[src/rtl/pet_video_pkg.sv]
// Shared constants for the PET video path: character geometry, pipeline depth
// and the character ROM address field layout.
package pet_video_pkg;

  localparam int PIX_PER_CHAR  = 8;
  localparam int PIPE_PIX      = 16;
  localparam int CROM_GFX_W    = 1;
  localparam int CROM_CODE_W   = 7;
  localparam int CROM_ROW_W    = 3;
  localparam int CROM_FIELDS_W = CROM_GFX_W + CROM_CODE_W + CROM_ROW_W;
  localparam int TIMING_W      = 5;

  typedef struct packed {
    logic [PIX_PER_CHAR-1:0] bits;
    logic                    inv;
    logic                    de;
  } glyph_t;

  function automatic logic pix_bit(input logic msb, input logic inv, input logic blank);
    return (msb ^ inv) & ~blank;
  endfunction

endpackage

[src/rtl/pet_pixel_shifter_if.sv]
// Memory-side bus of the pixel shifter: VRAM and character ROM address/data.
interface pet_pixel_shifter_if #(
  parameter int VRAM_AW = 11,
  parameter int CROM_AW = 11
);
  logic [VRAM_AW-1:0] video_addr;
  logic [7:0]         video_data;
  logic [CROM_AW-1:0] charaddr;
  logic [7:0]         chardata;

  modport master (output video_addr, charaddr, input video_data, chardata);
  modport slave  (input video_addr, charaddr, output video_data, chardata);
endinterface

[src/rtl/pet_video_delay.sv]
// Fixed-depth delay line for video timing bits, advanced only on the pixel enable.
module pet_video_delay #(
  parameter int WIDTH = 5,
  parameter int DEPTH = 16
) (
  input  logic             clk,
  input  logic             reset,
  input  logic             ce,
  input  logic [WIDTH-1:0] din,
  output logic [WIDTH-1:0] dout
);
  logic [DEPTH-1:0][WIDTH-1:0] line_q, line_d;

  always_comb begin
    line_d = line_q;
    if (ce) line_d = {line_q[DEPTH-2:0], din};
  end

  always_ff @(posedge clk) begin
    if (reset) line_q <= '0;
    else       line_q <= line_d;
  end

  assign dout = line_q[DEPTH-1];
endmodule

[src/rtl/pet_pixel_shifter.sv]
// PET character pixel shifter: VRAM -> char ROM fetch, two-slot pipeline, serial pixels.
// Define PET_PIXEL_CURSOR_EN to invert characters flagged by vid_cursor.
module pet_pixel_shifter
  import pet_video_pkg::*;
#(
  parameter int VRAM_AW = 11,
  parameter int CROM_AW = 11
) (
  input  logic                clk,
  input  logic                reset,
  input  logic                ce_pix,
  input  logic                ce_char,
  input  logic [13:0]         vid_ma,
  input  logic [4:0]          vid_ra,
  input  logic                vid_de,
  input  logic                vid_cursor,
  input  logic                vid_hsync,
  input  logic                vid_vsync,
  input  logic                vid_hblank,
  input  logic                vid_vblank,
  input  logic                video_blank,
  input  logic                video_gfx,
  pet_pixel_shifter_if.master mem,
  output logic                pix,
  output logic                de_out,
  output logic                hsync_out,
  output logic                vsync_out,
  output logic                hblank_out,
  output logic                vblank_out
);
  logic                     slot_start;
  logic [VRAM_AW-1:0]       video_addr_q, video_addr_d;
  logic [CROM_ROW_W-1:0]    ra1_q, ra1_d;
  logic                     de1_q, de1_d;
  logic                     fetch1_q, fetch1_d, fetch2_q, fetch2_d;
  logic [CROM_FIELDS_W-1:0] crom_fields;
  logic [CROM_AW-1:0]       charaddr_q, charaddr_d;
  logic                     invf_q, invf_d;
  glyph_t                   stage2_q, stage2_d, hold_q, hold_d;
  logic [PIX_PER_CHAR-1:0]  shift_q, shift_d;
  logic                     inv_q, inv_d, load_inv;
  logic                     pix_q, pix_d;
  logic [TIMING_W-1:0]      tim_dly, tim_q, tim_d;
  logic                     unused_inputs;

`ifdef PET_PIXEL_CURSOR_EN
  logic cur1_q, cur1_d, cur2_q, cur2_d, curh_q, curh_d;

  always_comb begin
    cur1_d = cur1_q;
    cur2_d = cur2_q;
    curh_d = curh_q;
    if (slot_start) cur1_d = vid_cursor;
    if (fetch2_q)   cur2_d = cur1_q;
    if (slot_start) curh_d = cur2_q;
    load_inv = hold_q.inv ^ curh_q;
  end

  always_ff @(posedge clk) begin
    if (reset) begin
      cur1_q <= 1'b0;
      cur2_q <= 1'b0;
      curh_q <= 1'b0;
    end else begin
      cur1_q <= cur1_d;
      cur2_q <= cur2_d;
      curh_q <= curh_d;
    end
  end

  assign unused_inputs = &{1'b0, vid_ma[13:VRAM_AW], vid_ra[4:CROM_ROW_W]};
`else
  assign load_inv      = hold_q.inv;
  assign unused_inputs = &{1'b0, vid_ma[13:VRAM_AW], vid_ra[4:CROM_ROW_W], vid_cursor};
`endif

  assign slot_start  = ce_pix & ce_char;
  assign crom_fields = {video_gfx, mem.video_data[CROM_CODE_W-1:0], ra1_q};

  pet_video_delay #(.WIDTH(TIMING_W), .DEPTH(PIPE_PIX)) u_timing_delay (
    .clk   (clk),
    .reset (reset),
    .ce    (ce_pix),
    .din   ({vid_hsync, vid_vsync, vid_hblank, vid_vblank, vid_de}),
    .dout  (tim_dly)
  );

  always_comb begin
    video_addr_d = video_addr_q;
    ra1_d        = ra1_q;
    de1_d        = de1_q;
    fetch1_d     = slot_start;
    fetch2_d     = fetch1_q;
    charaddr_d   = charaddr_q;
    invf_d       = invf_q;
    stage2_d     = stage2_q;
    hold_d       = hold_q;
    shift_d      = shift_q;
    inv_d        = inv_q;
    pix_d        = pix_q;
    tim_d        = tim_q;

    // Stage 1: latch the slot's matrix address and attributes
    if (slot_start) begin
      video_addr_d = vid_ma[VRAM_AW-1:0];
      ra1_d        = vid_ra[CROM_ROW_W-1:0];
      de1_d        = vid_de;
    end
    // VRAM data -> ROM address, one clk later
    if (fetch1_q) begin
      charaddr_d = CROM_AW'(crom_fields);
      invf_d     = mem.video_data[7];
    end
    // Stage 2: ROM data captured, two clk after the latch
    if (fetch2_q) stage2_d = '{bits: mem.chardata, inv: invf_q, de: de1_q};

    // Hold register and shifter both advance a full character per slot start
    if (slot_start) begin
      hold_d  = stage2_q;
      shift_d = hold_q.de ? hold_q.bits : '0;
      inv_d   = hold_q.de & load_inv;
    end else if (ce_pix) begin
      shift_d = {shift_q[PIX_PER_CHAR-2:0], 1'b0};
    end

    // Output stage: pixel taken from the value entering the shifter so it lines up with timing
    if (ce_pix) begin
      pix_d = pix_bit(shift_d[PIX_PER_CHAR-1], inv_d, video_blank);
      tim_d = tim_dly;
    end
  end

  always_ff @(posedge clk) begin
    if (reset) begin
      video_addr_q <= '0;
      ra1_q        <= '0;
      de1_q        <= 1'b0;
      fetch1_q     <= 1'b0;
      fetch2_q     <= 1'b0;
      charaddr_q   <= '0;
      invf_q       <= 1'b0;
      stage2_q     <= '0;
      hold_q       <= '0;
      shift_q      <= '0;
      inv_q        <= 1'b0;
      pix_q        <= 1'b0;
      tim_q        <= '0;
    end else begin
      video_addr_q <= video_addr_d;
      ra1_q        <= ra1_d;
      de1_q        <= de1_d;
      fetch1_q     <= fetch1_d;
      fetch2_q     <= fetch2_d;
      charaddr_q   <= charaddr_d;
      invf_q       <= invf_d;
      stage2_q     <= stage2_d;
      hold_q       <= hold_d;
      shift_q      <= shift_d;
      inv_q        <= inv_d;
      pix_q        <= pix_d;
      tim_q        <= tim_d;
    end
  end

  assign mem.video_addr = video_addr_q;
  assign mem.charaddr   = charaddr_q;
  assign pix            = pix_q;
  assign {hsync_out, vsync_out, hblank_out, vblank_out, de_out} = tim_q;
endmodule

[src/flat_wrapper.sv]
// flat-port wrapper written by rule: the top's interface ports become plain ports
module pet_pixel_shifter_flat import pet_video_pkg::*;
#(
  parameter int VRAM_AW = 11,
  parameter int CROM_AW = 11
)
  (clk, reset, ce_pix, ce_char, vid_ma, vid_ra, vid_de, vid_cursor, vid_hsync, vid_vsync, vid_hblank, vid_vblank, video_blank, video_gfx, pix, de_out, hsync_out, vsync_out, hblank_out, vblank_out, mem_video_addr, mem_charaddr, mem_video_data, mem_chardata);
  pet_pixel_shifter_if #(.VRAM_AW(VRAM_AW), .CROM_AW(CROM_AW)) mem_i ();
  input  logic clk;
  input  logic reset;
  input  logic ce_pix;
  input  logic ce_char;
  input  logic [13:0] vid_ma;
  input  logic [4:0] vid_ra;
  input  logic vid_de;
  input  logic vid_cursor;
  input  logic vid_hsync;
  input  logic vid_vsync;
  input  logic vid_hblank;
  input  logic vid_vblank;
  input  logic video_blank;
  input  logic video_gfx;
  output logic pix;
  output logic de_out;
  output logic hsync_out;
  output logic vsync_out;
  output logic hblank_out;
  output logic vblank_out;
  output wire logic [$bits(mem_i.video_addr)-1:0] mem_video_addr;
  output wire logic [$bits(mem_i.charaddr)-1:0] mem_charaddr;
  input wire logic [$bits(mem_i.video_data)-1:0] mem_video_data;
  input wire logic [$bits(mem_i.chardata)-1:0] mem_chardata;
  assign mem_video_addr = mem_i.video_addr;
  assign mem_charaddr = mem_i.charaddr;
  assign mem_i.video_data = mem_video_data;
  assign mem_i.chardata = mem_chardata;
  pet_pixel_shifter #(.VRAM_AW(VRAM_AW), .CROM_AW(CROM_AW)) u_core (.clk(clk), .reset(reset), .ce_pix(ce_pix), .ce_char(ce_char), .vid_ma(vid_ma), .vid_ra(vid_ra), .vid_de(vid_de), .vid_cursor(vid_cursor), .vid_hsync(vid_hsync), .vid_vsync(vid_vsync), .vid_hblank(vid_hblank), .vid_vblank(vid_vblank), .video_blank(video_blank), .video_gfx(video_gfx), .mem(mem_i), .pix(pix), .de_out(de_out), .hsync_out(hsync_out), .vsync_out(vsync_out), .hblank_out(hblank_out), .vblank_out(vblank_out));
endmodule
[config.mk]
export PLATFORM = sky130hd
export DESIGN_NAME = pet_pixel_shifter_flat
export DESIGN_NICKNAME = d
export VERILOG_FILES = /design/src/rtl/pet_video_pkg.sv /design/src/rtl/pet_pixel_shifter_if.sv /design/src/rtl/pet_video_delay.sv /design/src/rtl/pet_pixel_shifter.sv /design/src/flat_wrapper.sv
export SDC_FILE = /design/constraint.sdc
export NUM_CORES = 1
export LEC_CHECK = 0
export ABC_CLOCK_PERIOD_IN_PS = 2750
export CAP_MARGIN = 20
export CORE_ASPECT_RATIO = 0.5
export CORE_MARGIN = 8
export CORE_UTILIZATION = 35
export DETAILED_ROUTE_END_ITERATION = 8
export SKIP_CTS_REPAIR_TIMING = 1
export SLEW_MARGIN = 20
export SYNTH_ARGS = -nofsm -noshare
export SYNTH_HDL_FRONTEND = slang
export SYNTH_SLANG_ARGS = --single-unit
[constraint.sdc]
create_clock -name clk -period 2.75 [get_ports clk]
set_input_delay 0.825 -clock clk [delete_from_list [all_inputs] [get_ports clk]]
set_output_delay 0.825 -clock clk [all_outputs]
set_load 0.01 [all_outputs]
---- Word level (Yosys, flattened, before mapping) ----
Index checks and enable logic that the tools add are counted.
Widths: inputs -> output; s select.
cells by class
  muxes and demuxes ....................... 4
  bitwise operators ....................... 5
  reduce and logical (&&, ||, !) cells .... 1
operators with widths
  operator           count
  $mux 8             3
  $and 1x1->1        3
  $reduce_bool 2->1  1
  $mux 1             1
  $not 1->1          1
  $xor 1x1->1        1
storage, ports and cells
  register bits ........................... 144
  bits of input ports ..................... 47

---- Depth between registers and ports, before layout ----
Gate-level depths: netlist of run 1.
  depth in word-level cells ............... 4
  gate-level depth with buffers ........... 6
  gate-level depth less buffers ........... 4

---- By module ----
From an unflattened synthesis of run 1, not the netlist that was laid out.
second synthesis, totals
  cell total of the unflattened synthesis .. 517
  area total of the unflattened synthesis .. 5246.3 um^2
modules (own cells, without submodules)
  module             times used  cells an instance  area an instance (um^2)  sequential area each (um^2)
  pet_video_delay    1           263                2906.5                   1601.5
  pet_pixel_shifter  1           254                2339.7                   1261.2

---- Worst setup path after synthesis of run 1 ----
Ideal clock, no wire load.
  path kind ............................... input port to flip-flop
  start point ............................. input port ce_char
  end point ............................... register u_core.pix_q (netlist: u_core.pix)
  arrival ................................. 1.485 ns
  data required time ...................... 2.625 ns
  path slack .............................. 1.140 ns
  cell stages on the path ................. 5
  path buffers ............................ 1
  cell sequence ........................... buf_6 -> and4_1 -> a21oi_2 -> xor2_1 -> o32ai_1
between the ends
  word-level cells in the longest chain between the ends .. 4
  elaborated cells on any way between the ends .. 5
  classes of those cells .................. mux: 2; bitwise: 3
RTL lines
  item                                     line                      text
  start: declaration                       flat_wrapper.sv:12        input logic ce_char;
  $and 1x1->1 *                            pet_pixel_shifter.sv:77   assign slot_start = ce_pix & ce_char;
  $mux 8 / $mux 1 (equally long branches)  pet_pixel_shifter.sv:118  if (slot_start) begin
  $xor 1x1->1 *                            pet_video_pkg.sv:20       return (msb ^ inv) & ~blank;
  $and 1x1->1 *                            pet_video_pkg.sv:20
  end signal: assignment                   pet_pixel_shifter.sv:160  pix_q <= pix_d;
  end: declaration                         pet_pixel_shifter.sv:42   logic pix_q, pix_d;
Every way passes the cells marked *; elsewhere a longest branch is shown, timed or not.
A chain may end at the register's enable or synchronous reset.

---- Worst setup path in the final report of run 1 ----
  start point ............................. register u_core.charaddr_q[2] (netlist: u_core.mem.charaddr[2])
  end point ............................... output port mem_charaddr[2]
RTL lines
  item                      line                      text
  start: declaration        pet_pixel_shifter.sv:37   logic [CROM_AW-1:0] charaddr_q, charaddr_d;
  start signal: assignment  pet_pixel_shifter.sv:154  charaddr_q <= charaddr_d;
  end: declaration          flat_wrapper.sv:30        output wire logic [$bits(mem_i.charaddr)-1:0] mem_charaddr;
No word-level cell between the ends.

==> out/qor.txt, run 1 <==
Status: finished clean
I/O pin total: 75
Clk slew on worst S/H paths: 50 ps
CP Buf/Inv Count: 1
Syn. warnings: 0
Slew Viols, Final: 0
Worst-path cell chain: clkdlybuf4s50_1
First drt pass iteration count: 4
Root Buffer: clkbuf_16
WHS: 453 ps
Final setup fails: 0
Number of remaining DRC errors: 0
Post-synthesis register bit count: 143
Unique masters post-synth: 23
Crit-path max cell delay: 560 ps
Clock skew: 7.15 ps
Congestion Overflow GR: 0
Relative slew slack: 0.496
FF+latch area: 2860 µm²
Initial antenna violation count: 0
Die area: 19300 µm²
Power per cell area: 734 nW/µm²
Clk Latency, worst-skew pair: 410 ps
Largest area contributor in the netlist: dfxtp_1
Slowest CP cell: clkdlybuf4s50_1
Vias: 3433
F_max: 472 MHz
Die width: 189 µm
Hold Crit Class: register to register
Antenna-violating nets left: 0
Longest Clk Path Bufs: 2
CP Capture Type: output pin
TritonCTS Buffers: 17
Final Critical Period: 2120 ps
Vias per inst: 4.41
Most frequent cells in the layout: dfxtp_1, nor2_1, mux2i_1
Synthesized cell area: 5210 µm²
Worst-path maximum fanout: 2
Final TNS setup: 0 ps
Largest net degree at the start of global routing: 70
Core area: 14500 µm²
GRT Total Usage: 0.101
Final Hold Fails: 0
Share of layout cells above drive strength 1: 0.0706
Final worst-path cycle share: 0.770
Sequential area share after synthesis: 0.549
Commonest non-fill, non-tap cell in the layout: dfxtp_1
Total wire length: 9210 µm
FP Rows: 31
WP data required: 1930 ps
# diodes: 0
MaxCap Viol Count: 0
Worst path arrival time: 1290 ps
Initial core utilization: 0.359
Die H: 102 µm
Synth area leaders: dfxtp_1, mux2i_1, nor2_1
Fillers: 1397
RSZ-0062 raised after global routing: no
Final #Nets: 616
Syn Inst Count: 512
Hold Crit Depth: 2
Gpl congestion: 0.702
Most used DFF post-synth: dfxtp_1
CTS Sinks: 143
Area of the multi-input gates: 2030 µm²
Crit path depth: 1
Port bufs: 68
Asr flop ratio synth: 0
Crit path launch type: register
Average size of a mapped cell: 10.2 µm²
Post-DP HPWL: 5910 µm
Yosys top cell area share: 0.549
CTS tree: done
Peak VDD IR: 0.493 mV
Number of global-route vias before repair: 3463
Post-synth EDFFs: 0
Initial drt markers: 183
Worst slew pin tran: 755 ps
Reg2reg path depth: 2
Leakage: 0.00260 µW
Kind of critical path: register to output pin
Number of H-tree levels: 4
Global-route wire length before repair: 16000 µm
Routed length per instance: 11.8 µm
Area growth syn-to-layout: 25.8%
CP top delay family: buffers and inverters
Syn nets: 559
per-layer routing:
layer	vias up	part of all wire	track usage
li1	1815	-	-
met1	1564	0.48	0.116
met2	42	0.46	0.165
met3	12	0.041	0.0364
met4	0	0.015	0.0519
met5	-	0	0
state kept, by name, summed over array words and instances (netlist names):
| name | flops |
|---|---|
| u_core.invf_q | 1 |
| u_core.de1_q | 1 |
| u_core.fetch1_q | 1 |
| u_core.tim_q | 5 |
| u_core.inv_q | 1 |
| u_core.shift_q | 7 |
| u_core.mem.video_addr | 11 |
| u_core.u_timing_delay.line_q | 75 |
| u_core.stage2_q | 10 |
| u_core.mem.charaddr | 11 |
| u_core.pix | 1 |
| u_core.ra1_q | 3 |
| u_core.fetch2_q | 1 |
| u_core.hold_q | 9 |
| u_core.load_inv | 1 |
| u_core.u_timing_delay.dout | 5 |
cells in the mapped netlist, drive strengths merged, types with 6 or more instances:
master	count
buf	27
nand2b	8
clkbuf	12
dfxtp	143
a311oi	6
nand2	51
a21oi	27
mux2i	107
nor2	115
nand3	8
final cells by class:
| type | instances | area share |
|---|---|---|
| sequential | 143 | 0.437 |
| tap | 198 | 0.0378 |
| clock inverter | 10 | 0.0286 |
| multi-input combinational | 329 | 0.310 |
| timing repair buffer | 77 | 0.119 |
| clock buffer | 21 | 0.0672 |
| inverter | 1 | 0.000572 |
worst paths after layout:
kind / slack [ps] / start / end
min: 450 / u_core.stage2_q[2] / u_core.hold_q[2]
max: 630 / u_core.mem.charaddr[2] / mem_charaddr[2]
max reg2reg: 1500 / u_core.fetch1_q / u_core.mem.charaddr[7]
min reg2reg: 450 / u_core.stage2_q[2] / u_core.hold_q[2]
kinds of logic after synthesis:
kind of cell,share of synthesized area
simple gates,0.145
flops,0.549
xor+xnor,0.00168
buf+inv,0.0607
mux,0.205
compound gates,0.0384
worst reg2reg max path, delay by kind of cell (launching register included):
family	cells	cell delay, ps
muxes	1	280
DFF	1	800
and+or+nand+nor	1	50
metrics by stage:
stage	area, µm²	setup slack (ps)	util	std cells	power [µW]
finish	6560	632	0.452	779	4820
global route	6560	558	0.452	779	5020
CTS	6560	591	0.452	779	4890
detailed placement	5930	572	0.409	748	2440
global placement	5930	568	0.409	748	2430
floorplan	5210	1140	-	512	2340
where the power goes:
part / switching [µW] / internal (µW)
combinational: 123 / 137
clock: 822 / 1600
sequential: 21.5 / 2110
Power figures use the tool's default switching activity.
==> run 2, diff against run 1 <==
--- a/config.mk
+++ b/config.mk
@@ -5,7 +5,7 @@
 export SDC_FILE = /design/constraint.sdc
 export NUM_CORES = 1
 export LEC_CHECK = 0
-export ABC_CLOCK_PERIOD_IN_PS = 2750
+export ABC_CLOCK_PERIOD_IN_PS = 1800
 export CAP_MARGIN = 20
 export CORE_ASPECT_RATIO = 0.5
 export CORE_MARGIN = 8
==> constraint.sdc (replaced) <==
create_clock -name clk -period 1.8 [get_ports clk]
set_input_delay 0.54 -clock clk [delete_from_list [all_inputs] [get_ports clk]]
set_output_delay 0.54 -clock clk [all_outputs]
set_load 0.01 [all_outputs]
==> run 2 against run 1 <==
Compared with the run above: final cell count increased by 1.0%; hold slack got worse by 5.3 ps; first-iteration DRC count decreased by 8.2%; power increased by 54%; clock power increased by 54%; via count increased by 1.2%; utilization increased by 1.3 points; non-clock buffer count increased by 7; critical path type is now primary input to register; largest cell class unchanged.
==> out/qor.txt, run 2 (synthesis gave the netlist of run 1 again) <==
Worst-path maximum fanout: 7
Initial antenna violation count: 0
Min-delay src: u_core.mem.video_addr[0]
Leakage: 0.00316 µW
Final TNS setup: 0 ps
Number of H-tree levels: 4
Area after DPL: 6030 µm²
Die area: 19300 µm²
Global-route wire length before repair: 16200 µm
FP Rows: 31
Vias per inst: 4.41
Worst slew pin tran: 676 ps
CP Capture Type: register
Root Buffer: clkbuf_16
I/O pin total: 75
FF-to-FF Start: u_core.hold_q[0]
Kind of critical path: primary input to register
Clk slew on worst S/H paths: 60 ps
Final #Nets: 623
Antenna-violating nets left: 0
Congestion Overflow GR: 0
Max FFs per register: 75
Area growth syn-to-layout: 29.4%
Initial drt markers: 168
Most frequent cells in the layout: dfxtp_1, nor2_1, mux2i_1
Switch Pwr: 1580 µW
Slew Viols, Final: 0
# diodes: 0
Worst setup path startpoint: ce_char
Die H: 102 µm
Crit path launch type: primary input
Fillers: 1387
Largest Register: u_core.u_timing_delay.line_q
Initial core utilization: 0.359
Number of global-route vias before repair: 3393
Relative slew slack: 0.549
Clk pwr share: 0.505
Total wire length: 9460 µm
Post-route cell area: 6750 µm²
Worst path arrival time: 1780 ps
Power per cell area: 1100 nW/µm²
Final worst-path cycle share: 0.833
MaxCap Viol Count: 0
Post-DP HPWL: 6220 µm
WP data required: 2080 ps
Largest net degree at the start of global routing: 38
Number of remaining DRC errors: 0
Hold Crit Class: register to register
RSZ-0062 raised after global routing: no
Gpl congestion: 0.701
Clk Latency, worst-skew pair: 410 ps
TritonCTS Buffers: 17
Clock skew: 5.38 ps
Final setup fails: 0
CTS tree: done
Status: finished clean
Final Hold Fails: 0
Share of layout cells above drive strength 1: 0.0900
F_max: 667 MHz
Sequential Power Share: 0.438
GRT Total Usage: 0.103
Commonest non-fill, non-tap cell in the layout: dfxtp_1
Gate power share: 0.057
Core area: 14500 µm²
CTS Sinks: 143
Die width: 189 µm
Cell Int Power: 5820 µW
Routed length per instance: 12.0 µm
Port bufs: 68
Peak VDD IR: 0.631 mV
Sw Ratio: 0.214
Longest Clk Path Bufs: 2
First drt pass iteration count: 4
Vias: 3473
Final Critical Period: 1500 ps
Final Util: 0.465
==> run 2: per-stage QoR <==
stage | power, µW | hold slack [ps] | setup WS (ps) | cells
global route | 7730 | 468 | 226 | 787
floorplan | 3580 | 431 | 475 | 512
global placement | 3740 | 437 | -69.9 | 755
CTS | 7520 | 453 | -65.6 | 787
detailed placement | 3750 | 444 | -141 | 755
finish | 7410 | 448 | 300 | 787
==> run 2: layout make-up <==
cell class / instances / area [µm²] / area share
Sequential cell: 143 / 2860 / 0.424
Multi-Input combinational cell: 329 / 2030 / 0.302
Timing Repair Buffer: 84 / 953 / 0.141
Clock buffer: 18 / 439 / 0.0651
Tap cell: 198 / 248 / 0.0367
Clock inverter: 14 / 204 / 0.0302
Inverter: 1 / 3.75 / 0.000556
==> run 2: path summary, 6_finish.rpt <==
check        cells after the start  slack [ps]                  endpoint
max reg2reg                      4         580                u_core.pix
min reg2reg                      2         450  u_core.mem.video_addr[0]
min                              2         450  u_core.mem.video_addr[0]
max                              5         300                u_core.pix
==> run 2: power groups by stage <==
stage	Sequential [µW]	Combinational (µW)	Clock, µW
after CTS	3250	434	3840
after floorplan	3320	265	0
final	3250	422	3740
after detailed placement	3320	432	0
after global routing	3250	462	4010
after global placement	3320	428	0
==> run 2: metal layers <==
| layer | share of wire | up-vias | wire (µm) | global-route usage |
|---|---|---|---|---|
| li1 | - | 1838 | - | - |
| met1 | 0.49 | 1584 | 4600 | 0.123 |
| met2 | 0.47 | 47 | 4400 | 0.165 |
| met3 | 0.041 | 4 | 392 | 0.0358 |
| met4 | 0.0069 | 0 | 65 | 0.0519 |
| met5 | 0 | - | 0 | 0 |
==> run 2: critical path, cell delays in order <==
cell and delay (ps):
clkdlybuf4s50_1 550, and4_1 280, a21oi_2 150, xor2_1 160, o32ai_1 100
